**config.mk**
```make
export PLATFORM = sky130hd
export DESIGN_NAME = irq_timer_ctrl
export DESIGN_NICKNAME = d
export VERILOG_FILES = /design/src/rtl/irq_timer_ctrl.sv
export SDC_FILE = /design/constraint.sdc
export NUM_CORES = 1
export LEC_CHECK = 0
export BUFFER_PORTS_ARGS = -buffer_cell sky130_fd_sc_hd__buf_2
export CAP_MARGIN = 20
export CORE_MARGIN = 1
export CORE_UTILIZATION = 40
export DETAILED_ROUTE_END_ITERATION = 6
export PLACE_DENSITY = 0.61
export SLEW_MARGIN = 20
export SYNTH_ARGS = -nofsm -noshare
export SYNTH_HDL_FRONTEND = slang
export SYNTH_SLANG_ARGS = --single-unit
export TNS_END_PERCENT = 50
```
**constraint.sdc**
```tcl
create_clock -name clk -period 5.79 [get_ports clk]
set_input_delay 0 -clock clk [delete_from_list [all_inputs] [get_ports clk]]
set_output_delay 0 -clock clk [all_outputs]
set_load 0.05 [all_outputs]
```
**src/rtl/irq_timer_ctrl.sv**
```systemverilog
// Machine interrupt source: memory-mapped 64-bit mtime/mtimecmp timer plus a synchronized
// external interrupt, arbitrated into a single held trap request toward the CSR unit.
module irq_timer_ctrl #(
    parameter logic [31:0] TIMER_BASE = 32'h0000_0400,
    parameter int unsigned PRESCALE   = 1
) (
    input  logic        clk,
    input  logic        rst,
    input  logic [31:0] addr,
    input  logic [31:0] wdata,
    input  logic        wr_en,
    input  logic        rd_en,
    output logic [31:0] rdata,
    input  logic        ext_irq,
    input  logic        trap_ack,
    input  logic        mret,
    output logic        trap_handle,
    output logic [31:0] irq_cause
);

    localparam int unsigned     PS_W      = (PRESCALE > 1) ? $clog2(PRESCALE) : 1;
    localparam logic [PS_W-1:0] PS_LAST   = PS_W'(PRESCALE - 1);
    localparam logic [31:0]     CAUSE_EXT = 32'h8000_000B;
    localparam logic [31:0]     CAUSE_TIM = 32'h8000_0007;

    typedef enum logic [1:0] {IDLE, REQ, SERVICE} state_t;

    state_t          state;
    logic [63:0]     mtime;
    logic [63:0]     mtimecmp;
    logic [1:0]      ctrl;
    logic [PS_W-1:0] ps_cnt;
    logic            ext_s1, ext_s2, ext_s3;
    logic            ext_pend;

    logic tim_en, ext_en, tick, tim_pend, ext_rise, ext_clr;
    logic sel_mtime_lo, sel_mtime_hi, sel_cmp_lo, sel_cmp_hi, sel_ctrl;

    assign sel_mtime_lo = (addr == TIMER_BASE);
    assign sel_mtime_hi = (addr == TIMER_BASE + 32'h04);
    assign sel_cmp_lo   = (addr == TIMER_BASE + 32'h08);
    assign sel_cmp_hi   = (addr == TIMER_BASE + 32'h0C);
    assign sel_ctrl     = (addr == TIMER_BASE + 32'h10);

    assign tim_en   = ctrl[0];
    assign ext_en   = ctrl[1];
    assign tick     = tim_en && (ps_cnt == PS_LAST);
    assign tim_pend = tim_en && (mtime >= mtimecmp);
    assign ext_rise = ext_s2 && !ext_s3;
    assign ext_clr  = (state == REQ) && trap_ack && (irq_cause == CAUSE_EXT);

    // NOTE: sequential state uses non-blocking assignments so every flop samples pre-edge values.
    always_ff @(posedge clk or negedge rst) begin
        if (!rst) begin
            ps_cnt <= '0;
        end else if (tim_en) begin
            ps_cnt <= (ps_cnt == PS_LAST) ? '0 : ps_cnt + PS_W'(1);
        end
    end

    // A software write to either half takes priority and swallows that cycle's increment.
    always_ff @(posedge clk or negedge rst) begin
        if (!rst) begin
            mtime <= '0;
        end else if (wr_en && sel_mtime_lo) begin
            mtime[31:0] <= wdata;
        end else if (wr_en && sel_mtime_hi) begin
            mtime[63:32] <= wdata;
        end else if (tick) begin
            mtime <= mtime + 64'd1;
        end
    end

    always_ff @(posedge clk or negedge rst) begin
        if (!rst) begin
            mtimecmp <= '1;
            ctrl     <= '0;
        end else if (wr_en) begin
            if (sel_cmp_lo) mtimecmp[31:0]  <= wdata;
            if (sel_cmp_hi) mtimecmp[63:32] <= wdata;
            if (sel_ctrl)   ctrl            <= wdata[1:0];
        end
    end

    // Two synchronizer flops, then a third to detect the rising edge.
    always_ff @(posedge clk or negedge rst) begin
        if (!rst) begin
            ext_s1 <= 1'b0;
            ext_s2 <= 1'b0;
            ext_s3 <= 1'b0;
        end else begin
            ext_s1 <= ext_irq;
            ext_s2 <= ext_s1;
            ext_s3 <= ext_s2;
        end
    end

    always_ff @(posedge clk or negedge rst) begin
        if (!rst) begin
            ext_pend <= 1'b0;
        end else if (ext_en && ext_rise) begin
            ext_pend <= 1'b1;
        end else if (ext_clr) begin
            ext_pend <= 1'b0;
        end
    end

    always_ff @(posedge clk or negedge rst) begin
        if (!rst) begin
            state       <= IDLE;
            trap_handle <= 1'b0;
            irq_cause   <= '0;
        end else begin
            case (state)
                IDLE: begin
                    if (ext_pend) begin
                        state       <= REQ;
                        trap_handle <= 1'b1;
                        irq_cause   <= CAUSE_EXT;
                    end else if (tim_pend) begin
                        state       <= REQ;
                        trap_handle <= 1'b1;
                        irq_cause   <= CAUSE_TIM;
                    end
                end
                REQ: begin
                    if (trap_ack) begin
                        state       <= SERVICE;
                        trap_handle <= 1'b0;
                    end
                end
                SERVICE: begin
                    if (mret) state <= IDLE;
                end
                default: begin
                    state       <= IDLE;
                    trap_handle <= 1'b0;
                end
            endcase
        end
    end

    // NOTE: rdata gets a default before any branch so no latch is inferred.
    always_comb begin
        rdata = '0;
        if (rd_en) begin
            if (sel_mtime_lo)      rdata = mtime[31:0];
            else if (sel_mtime_hi) rdata = mtime[63:32];
            else if (sel_cmp_lo)   rdata = mtimecmp[31:0];
            else if (sel_cmp_hi)   rdata = mtimecmp[63:32];
            else if (sel_ctrl)     rdata = {30'd0, ctrl};
        end
    end

endmodule

```
Word level (Yosys, flattened, before mapping)
Cells that the tools add are included.
Operators by class
  $add $sub $neg: 2
  order comparisons: 1
  equal/unequal tests: 12
  multiplexer cells: 24
  bitwise operators: 3
  reduce and logical (&&, ||, !) cells: 22
Operator list (count)
  $mux W32: 10
  $eq A32 B11 Y1 const B: 5
  $add A64 B1 Y64 const B: 1
  $ge A64 B64 Y1: 1
  $mux W64: 1
  $eq A32 B32 Y1 const B: 1
  $reduce_and A2 Y1: 6
  $mux W2: 5
  $logic_and A1 B1 Y1: 8
  $reduce_bool A2 Y1: 4
  $mux W1: 6
  $ne A2 B2 Y1 const B: 3
  $pmux W2 S3: 1
  $reduce_and A3 Y1: 2
  $ne A3 B3 Y1 const B: 1
  $not A1 Y1: 3
  $pmux W1 S3: 1
  $eq A2 B1 Y1 const B: 1
  $eq A2 B2 Y1 const B: 1
  $logic_not A2 Y1: 1
  $add A1 B1 Y1 const B: 1
  $logic_not A1 Y1: 1
Word-level totals
  register bits after elaboration: 170
  output and inout bits: 65
  word-level logic and storage cells: 77

Longest topological paths before layout
Gate-level depths: netlist of the first run.
  depth after elaboration: 7
  gate-level depth with buffers: 9
  mapped depth without buffers: 9

Worst setup path before layout of the first run
OpenSTA, ideal clock, no wires.
  path type: register to register
  from: reg mtimecmp[14]
  to: reg state[0]
  data arrival time: 2.331 ns
  slack: 3.339 ns
  cell stages (with the launch flop): 10
  period minus slack after synthesis: 2.451 ns
  cells stage by stage: dfstp_2 -> inv_1 -> ha_1 -> nand4_1 -> or4_1 -> a221oi_1 -> or4_1 -> a32o_1 -> or2_2 -> a31o_2
Between the ends
  word-level cells in the longest chain between the ends: 4
RTL lines
  start, declared: RTL line 30  | logic [63:0] mtimecmp;
  start signal, assigned: RTL line 79  | if (sel_cmp_lo) mtimecmp[31:0] <= wdata;
  $ge A64 B64 Y1: RTL line 48  | assign tim_pend = tim_en && (mtime >= mtimecmp);
  $logic_and A1 B1 Y1: RTL line 48
  $ne A3 B3 Y1 (no source line)
  $reduce_and A3 Y1 (no source line)
  end signal, assigned: RTL line 110  | state <= IDLE;
  end signal, assigned: RTL line 117  | state <= REQ;
  end signal, assigned: RTL line 121  | state <= REQ;
  end, declared: RTL line 28  | state_t state;
No other way between the ends.
A chain may end at the register's enable or synchronous reset.

Worst setup path in the final report of the first run
Ends and elaborated chain as after synthesis.

==> metrics, run 1 <==
Die W=158.5 um; CP max-delay cell=or4_1; Slew @ Worst Pin=1045 ps; core area=23,750 um2; TritonCTS Buffers=17; DR WL/cell=18.39 um; setup bufs post-CTS=0; R2R Path End=state[0]; cells along the critical path=inv_1, ha_1, a21oi_1, a21boi_0, or4_1, a32o_1, or2_2, a31o_2; mux contribution to synthesized area=0.1494; filler cell count=2,241; Synth Area in XOR/XNOR=0.02773; commonest non-fill, non-tap cell in the layout=buf_2; largest area contributor in the netlist=dfrtp_1; main combinational cell family by area after synthesis=simple AND/OR/NAND/NOR gates; total detailed-routing wirelength=27,030 um; met2 routed wirelength=12,700 um; peak per-stage delay on the critical path=660 ps; GPL Wtd Cong=0.8602; Seq/Total Area, Yosys=0.3660; multi-input logic area=5583 um2; crit path from=mtimecmp[14]; Num Clock Sinks=140; M1 WL=12,310 um; Cell Count, Final, Fillers Out=1,470; ANT cells=0; Pwr Density=215.3 nW/um2; status=finished clean; flops & latches, synth=140; Max FO, Critical Path=3; largest net degree at the start of global routing=74; hold depth=4; CTS root buffer=clkbuf_16; CP Launch Type=flip-flop; layout cell share with drive strength beyond 1=0.2580; global-route wire length before repair=42,980 um; detailed placement HPWL=19,340 um; DRC=0; R2R Path Start=mtimecmp[14]; Starting Density=0.4122; Routed met3 length=1467 um; detailed-route vias per instance=5.526; Max Slew Vio Count=0; fin crit period=2862 ps; Max Cap Viol=0; crit share post-route=0.4944; Layout area overhead=17.38%; Clock Path Buffers=2; Die Y=158.5 um; WP buf/inv=1; worst hold start=wr_en; RSZ-0062 raised after global routing=no; top-area cell type share of the netlist area=0.1942; Req. time, crit path=6120 ps; Post-Synth Simple-Gate Area=0.1785; gr ovfl total=0; register area=3583 um2; final hold vios=0; Nets=1,274; synthesized area=9792 um2; adder-cell area share of the yosys netlist=0.08306; Max Fclk=349.4 MHz; CTS clk-pin slew, worst paths=70 ps; Async SR Flop Fraction=1.000; Clk Latency, worst-skew pair=430 ps; GRT Total Usage=0.2269; Row Count=56; compound-cell area share of the yosys netlist=0.1205; vias in the first global route=7,788; Initial DRC Count=703; Final Util=0.4839; Placed Cells=1,401; Synth Flop Type=dfrtp_1; count of input and output buffers=108; critical path's top delay family=simple AND/OR/NAND/NOR gates; Syn Area/Cell=9.705 um2; cells on worst reg2reg path=8; Post-Route Setup TNS=0 ps; First-pass DRT Iterations=5; max layer used=met4; initial antenna violation count=0; IO Count=136; critical path arrival=3190 ps; final setup fails=0; CTS tree=built; Layout Skew=8.832 ps; Area contributors post-synth=dfrtp_1, dfstp_2, ha_1, mux4_2, mux2_1; DRT antenna net count=0; min-delay worst type=input port to flip-flop; Slew headroom=0.3031; YS warnings=0; cts repair resizes=0; H-tree lvl count=4; most frequent cells in the layout=buf_2, nand2_1, a21oi_1, inv_1, dfrtp_1; vias post-DR=8,123; Yosys cell types=76; Hold EP=ctrl[0]; Die Area=25,110 um2; maximum VDD drop=0.0002380 V; Post-synth EDFFs=0; Syn Inst Count=1,009; critical path endpoint category=flip-flop; WHS=51.21 ps; Leak=4.802 nW; critical path class=flip-flop to flip-flop; worst reg2reg setup slack=2930 ps
[through the flow]
stage / instance area [um2] / power, mW / worst slack [ps]
4_1_cts: 11490 / 2.490 / 2963
2_1_floorplan: 9889 / 1.190 / 3339
6_report: 11490 / 2.475 / 2928
3_3_place_gp: 10470 / 1.263 / 2873
3_5_place_dp: 10470 / 1.264 / 2797
5_1_grt: 11490 / 2.567 / 2834
[logic make-up (layout without fill, tap and decap cells)]
logic type | Yosys count | in the layout
adders and majority gates | 65 | 65
AOI/OAI and AO/OA | 200 | 200
other | 1 | 27
xor gates and xnor gates | 31 | 31
muxes | 100 | 100
buffers and inverters | 147 | 263
DFF | 140 | 140
and+or+nand+nor | 325 | 325
[repair_timing]
| action | CTS | global route |
|---|---|---|
| endpoints found under the hold margin | 154 | 0 |
| hold buffers | 37 | 0 |
| setup endpoints to repair | 0 | 0 |
[worst min-delay path: stages]
cell,delay (ps)
buf_2,130
nand2_1,100
nor4b_1,80
o21ai_0,130
[area by class of cell]
type / instances / area share
inverters: 76 / 0.02482
well taps: 319 / 0.03473
multi-input cells: 748 / 0.4857
repair buffers: 155 / 0.08633
clock inverters: 9 / 0.01132
clock buffers: 23 / 0.04529
flip-flops and latches: 140 / 0.3118
[cells in the mapped netlist, drive strengths merged, types with 31 or more instances]
cell type / count
nor2b: 31
ha: 65
dfstp: 64
nand2: 98
o21ai: 61
dfrtp: 76
mux2: 66
nand3: 37
inv: 76
a21oi: 80
nor2: 47
nand4: 31
buf: 45
[sequential cells by signal, summed over array words and instances (netlist names)]
signal	flops
ext_s1	1
mtime	64
ext_pend	1
ext_s3	1
mtimecmp	64
trap_handle	1
ext_s2	1
irq_cause	3
state	2
ctrl	2
[metal layers]
| layer | vias to the layer above | global-route usage |
|---|---|---|
| li1 | 3872 | - |
| met1 | 3984 | 0.3079 |
| met2 | 232 | 0.3619 |
| met3 | 35 | 0.03919 |
| met4 | 0 | 0.08288 |
| met5 | - | 0 |
[how the worst max path moves through the flow]
stage	end	cells after the start
finish	state[0]	8
global route	state[0]	9
global placement	mtime[41]	9
detailed placement	mtime[46]	9
floorplan	state[0]	9
CTS	state[0]	8
[power breakdown]
part	total, mW	internal [mW]	leakage, nW	switching (mW)
Clock	1.21	0.762	0.308	0.444
Sequential	1.02	1.00	1.62	0.0219
Combinational	0.245	0.0839	2.87	0.161
Total	2.47	1.85	4.80	0.627
No activity file was read; power rests on OpenSTA's default activity.
==> run 2, diff against run 1 <==
==> constraint.sdc (replaced) <==
create_clock -name clk -period 2.74 [get_ports clk]
set_input_delay 0 -clock clk [delete_from_list [all_inputs] [get_ports clk]]
set_output_delay 0 -clock clk [all_outputs]
set_load 0.05 [all_outputs]
==> metrics, run 2 (same netlist as run 1, synthesis figures left out) <==
CTS root buffer=clkbuf_16; IO Count=136 (unchanged); H-tree lvl count=4 (unchanged); Row Count=56 (unchanged); vias post-DR=8,268 (+1.8%); Routed met3 length=1408 um (-4.0%); design area=11,810 um2 (+2.8%); dpl ws=-69.51 ps (-2867 ps); Initial DRC Count=500 (-29%); detailed-route vias per instance=5.483 (-0.78%); GPL Wtd Cong=0.8832 (+2.7%); gr ovfl total=0 (unchanged); count of input and output buffers=108 (unchanged); Starting Density=0.4122 (unchanged); DRT antenna net count=0 (unchanged); Nets=1,312 (+3.0%); R2R Path Start=mtimecmp[12]; met2 routed wirelength=13,110 um (+3.3%); Num Clock Sinks=140 (unchanged); final setup fails=0 (unchanged); vias in the first global route=7,900 (+1.4%); initial antenna violation count=0 (unchanged); worst reg2reg setup slack=50 ps (-2880 ps); core area=23,750 um2 (unchanged); maximum VDD drop=0.0003448 V (+45%); TritonCTS Buffers=17 (unchanged); Die W=158.5 um (unchanged); critical path endpoint category=flip-flop; Req. time, crit path=3060 ps (-3060 ps); final hold vios=0 (unchanged); CTS tree=built; max layer used=met4; Cell Area, Placed=10,770 um2 (+2.8%); CP Launch Type=flip-flop; crit share post-route=0.9809 (+0.4866); global-route wire length before repair=43,910 um (+2.2%); Die Area=25,110 um2 (unchanged); commonest non-fill, non-tap cell in the layout=buf_2; total detailed-routing wirelength=27,850 um (+3.0%); CTS clk-pin slew, worst paths=60 ps (about the same); Max Slew Vio Count=0 (unchanged); min-delay worst type=input port to flip-flop; detailed placement HPWL=20,040 um (+3.6%); critical path arrival=3010 ps (-180 ps); critical path class=flip-flop to flip-flop; layout cell share with drive strength beyond 1=0.2893 (+0.03128); Clk Latency, worst-skew pair=440 ps (about the same); M1 WL=12,860 um (+4.5%); Power, Total=5.119 mW (+110%); most frequent cells in the layout=buf_2, nand2_1, a21oi_1, inv_1, dfrtp_1; setup ws final=52.21 ps (-2875 ps); Max Cap Viol=0 (unchanged); RSZ-0062 raised after global routing=yes; crit path from=mtimecmp[12]; largest net degree at the start of global routing=67 (-9.5%); Slew @ Worst Pin=750.5 ps (-294.9 ps); Largest regs=mtime: 64 flops, mtimecmp: 64 flops, irq_cause: 3 flops; Pwr Density=433.4 nW/um2 (+100%); Clock Path Buffers=2 (unchanged); fin crit period=2688 ps (-174.6 ps); Max FO, Critical Path=3 (unchanged); Leak=5.021 nW (+4.5%); cells on worst reg2reg path=9 (+1); R2R Path End=state[0]; Max Fclk=372.1 MHz (+6.5%); ANT cells=0 (unchanged); status=finished clean; DRC=0 (unchanged); Die Y=158.5 um (unchanged); Layout area overhead=20.64%; Layout Skew=15.68 ps (+6.849 ps); First-pass DRT Iterations=5 (unchanged); CP endpoint=state[0]; GRT Total Usage=0.2336 (+0.006677); DR WL/cell=18.47 um (+0.42%); Slew headroom=0.4997 (+0.1966)
[run 2: worst min path at each step]
stage,from,to,depth (start not counted)
2_1_floorplan,rst,ctrl[0],0
3_3_place_gp,rst,trap_handle,1
3_5_place_dp,rst,trap_handle,1
4_1_cts,wr_en,ctrl[0],4
5_1_grt,wr_en,ctrl[0],5
6_report,wr_en,ctrl[0],4
[run 2: worst max-delay path, stage by stage, from the launching register on]
cell       delay [ps]
dfstp_2           540
inv_1              50
ha_1              270
nand4_1           180
nor2_1             70
o2bb2ai_1         120
or4_4             520
a32o_2            270
or2_2             320
a31o_2            230
[run 2: layout make-up]
class | instances | area [um2]
Clock buffer | 19 | 442.9
Clock inverter | 13 | 166.4
Fill cell | 2211 | 11940
Inverter | 76 | 285.3
Multi-Input combinational cell | 748 | 5645
Sequential cell | 140 | 3583
Tap cell | 319 | 399.1
Timing Repair Buffer | 193 | 1290
[run 2: power breakdown]
part / leakage [nW] / switching [mW] / total (mW) / internal, mW
Sequential: 1.62 / 0.0475 / 2.16 / 2.12
Combinational: 3.11 / 0.346 / 0.528 / 0.182
Clock: 0.290 / 0.968 / 2.43 / 1.46
Total: 5.02 / 1.36 / 5.12 / 3.76
[run 2: per-stage QoR]
step / setup TNS [ps] / cells / hold slack, ps / util
2_1_floorplan: 0 / 1035 / -295.6 / -
6_report: 0 / 1508 / 28.84 / 0.4973
3_5_place_dp: -100.6 / 1439 / 27.80 / 0.4534
5_1_grt: -22.60 / 1508 / 84.04 / 0.4973
4_1_cts: 0 / 1508 / 16.77 / 0.4956
3_3_place_gp: -46.68 / 1439 / 29.90 / 0.4534
[run 2: timing repair]
| item | 4_1_cts | 5_1_grt |
|---|---|---|
| gates resized for setup | 4 | 6 |
| setup endpoints to repair | 5 | 6 |
| pin swaps | 3 | 1 |
| endpoints found under the hold margin | 186 | 0 |
| buffers inserted | 1 | 0 |
| hold buffers | 37 | 0 |
[run 2: routing by layer]
metal	track usage	up-vias
li1	-	3943
met1	0.3207	4044
met2	0.3766	248
met3	0.03919	33
met4	0.06868	0
met5	0	-
==> run 3, diff against run 2 <==
--- a/config.mk
+++ b/config.mk
@@ -7,10 +7,12 @@
 export LEC_CHECK = 0
 export BUFFER_PORTS_ARGS = -buffer_cell sky130_fd_sc_hd__buf_2
 export CAP_MARGIN = 20
+export CELL_PAD_IN_SITES_DETAIL_PLACEMENT = 1
+export CELL_PAD_IN_SITES_GLOBAL_PLACEMENT = 1
 export CORE_MARGIN = 1
 export CORE_UTILIZATION = 40
 export DETAILED_ROUTE_END_ITERATION = 6
-export PLACE_DENSITY = 0.61
+export PLACE_DENSITY = 0.75
 export SLEW_MARGIN = 20
 export SYNTH_ARGS = -nofsm -noshare
 export SYNTH_HDL_FRONTEND = slang
==> metrics, run 3 (same netlist as run 1, synthesis figures left out) <==
RSZ-0062 raised after global routing=yes; global-route wire length before repair=50,840 um (+16%); Largest regs=mtime: 64 flops, mtimecmp: 64 flops, irq_cause: 3 flops; DR WL/cell=20.98 um (+14%); filler cell count=2,728 (+23%); min-delay worst type=input port to flip-flop; maximum VDD drop=0.0003001 V (-13%); status=complete, but fails checks; Clk Latency, worst-skew pair=430 ps (about the same); gr ovfl total=0 (unchanged); detailed-route vias per instance=5.655 (+3.1%); Max FO, Critical Path=3 (unchanged); GRT Total Usage=0.2685 (+0.03490); setup ws final=-42.67 ps (-94.87 ps); Req. time, crit path=3060 ps (about the same); critical path arrival=3100 ps (+90 ps); largest net degree at the start of global routing=74 (+10%); Max Fclk=359.4 MHz (-3.4%); Initial DRC Count=432 (-14%); First-pass DRT Iterations=5 (unchanged); Slew headroom=0.5111 (+0.01139); Pwr Density=430.6 nW/um2 (-0.63%); total detailed-routing wirelength=31,830 um (+14%); Top cell by count, worst path=or4_4; DRT antenna net count=0 (unchanged); most frequent cells in the layout=buf_2, nand2_1, a21oi_1, dfrtp_1, inv_1; Power, Total=5.131 mW (+0.22%); crit share post-route=1.016 (+0.03462); final setup fails=2 (+2); peak per-stage delay on the critical path=570 ps (+30 ps); critical path class=flip-flop to flip-flop; critical path endpoint category=flip-flop; CP Launch Type=flip-flop; vias post-DR=8,578 (+3.7%); IO Count=136 (unchanged); WHS=101.2 ps (+72.32 ps); vias in the first global route=9,161 (+16%); ANT cells=0 (unchanged); cells along the critical path=inv_2, ha_4, nand4_1, buf_4, or4_4, a221oi_4, or4_4, a32o_2, or2_4, a31o_4; CTS tree=built; Layout Skew=6.386 ps (-9.295 ps); design area=11,910 um2 (+0.86%); Post-Route Setup TNS=-46.48 ps (-46.48 ps); final hold vios=0 (unchanged); Cell Area, Placed=10,820 um2 (+0.42%); initial antenna violation count=0 (unchanged); Max Slew Vio Count=0 (unchanged); DRC=0 (unchanged); Nets=1,321 (+0.69%); GPL Wtd Cong=0.8504 (-3.7%); detailed placement HPWL=23,180 um (+16%); Layout area overhead=21.67%; count of input and output buffers=108 (unchanged); CP max-delay cell=or4_4; fin crit period=2783 ps (+94.87 ps); Max Cap Viol=0 (unchanged); layout cell share with drive strength beyond 1=0.2988 (+0.009513); Num Clock Sinks=140 (unchanged); Die Area=25,110 um2 (unchanged); Starting Density=0.4122 (unchanged); CTS clk-pin slew, worst paths=60 ps (about the same); Clock Path Buffers=2 (unchanged); TritonCTS Buffers=17 (unchanged); Die W=158.5 um (unchanged); commonest non-fill, non-tap cell in the layout=buf_2; core area=23,750 um2 (unchanged); CTS root buffer=clkbuf_16; failing checks=negative setup slack; H-tree lvl count=4 (unchanged); Leak=5.053 nW (+0.64%); Row Count=56 (unchanged); Die Y=158.5 um (unchanged); Slew @ Worst Pin=733.4 ps (-17.09 ps)
==> run 3: cell types whose count changed in the layout (fill, tap and decap cells not counted), moves of 2 or more <==
| cell | delta |
|---|---|
| ha_1 | -2 |
| a21oi_1 | +2 |
| clkinv_2 | +3 |
| inv_1 | -2 |
| inv_2 | +2 |
| nor4_2 | +2 |
| buf_4 | +9 |
| ha_4 | +2 |
| a21oi_2 | -2 |
==> run 3: path summary, 6_finish.rpt <==
path,startpoint,endpoint,slack (ps),depth (start not counted)
max,mtimecmp[12],state[0],-40,10
min,addr[4],ctrl[0],100,4
max reg2reg,mtimecmp[12],state[0],-40,10
min reg2reg,ext_s1,ext_s2,350,0
max in group asynchronous,rst,mtimecmp[60],1720,3
min in group asynchronous,rst,mtime[13],190,2
==> run 3: per-layer routing <==
| layer | vias up | GRT usage | part of all wire |
|---|---|---|---|
| met3 | 45 | 0.03756 | 0.040 |
| met5 | - | 0 | 0 |
| met1 | 4355 | 0.3504 | 0.45 |
| met4 | 0 | 0.08013 | 0.020 |
| met2 | 216 | 0.4601 | 0.49 |
| li1 | 3962 | - | - |
==> run 3: layout make-up <==
| cell class | instances | area, um2 | share of cell area |
|---|---|---|---|
| Tap cell | 319 | 399.1 | 0.03350 |
| Clock buffer | 17 | 425.4 | 0.03571 |
| Inverter | 76 | 285.3 | 0.02394 |
| Timing Repair Buffer | 202 | 1358 | 0.1139 |
| Clock inverter | 15 | 173.9 | 0.01460 |
| Sequential cell | 140 | 3583 | 0.3008 |
| Multi-Input combinational cell | 748 | 5689 | 0.4775 |
==> run 3: what timing repair did <==
| action | CTS | global route |
|---|---|---|
| hold endpoints to repair | 159 | 0 |
| setup buffers | 2 | 1 |
| pin swaps | 3 | 6 |
| resized for setup | 5 | 11 |
| hold buffers | 37 | 0 |
| endpoints found under the setup margin | 5 | 8 |
==> run 3: power by group <==
group	internal [mW]	leakage, nW	switching [mW]	total, mW
clock	1.43	0.293	0.985	2.42
sequential	2.12	1.62	0.0477	2.16
combinational	0.192	3.14	0.361	0.553
==> run 3: critical path, delay by kind of cell (launching register included) <==
family,cells,cell delay (ps)
flops,1,550
buf+inv,2,190
fa+ha+maj,1,220
simple gates,4,1110
compound gates,3,580
==> run 3: through the flow <==
stage	setup WS, ps	std cells	util
4_1_cts	-5.223	1516	0.4975
3_3_place_gp	-78.80	1445	0.4553
2_1_floorplan	289.1	1035	-
5_1_grt	-110.7	1517	0.5016
3_5_place_dp	-92.21	1445	0.4553
6_report	-42.67	1517	0.5016
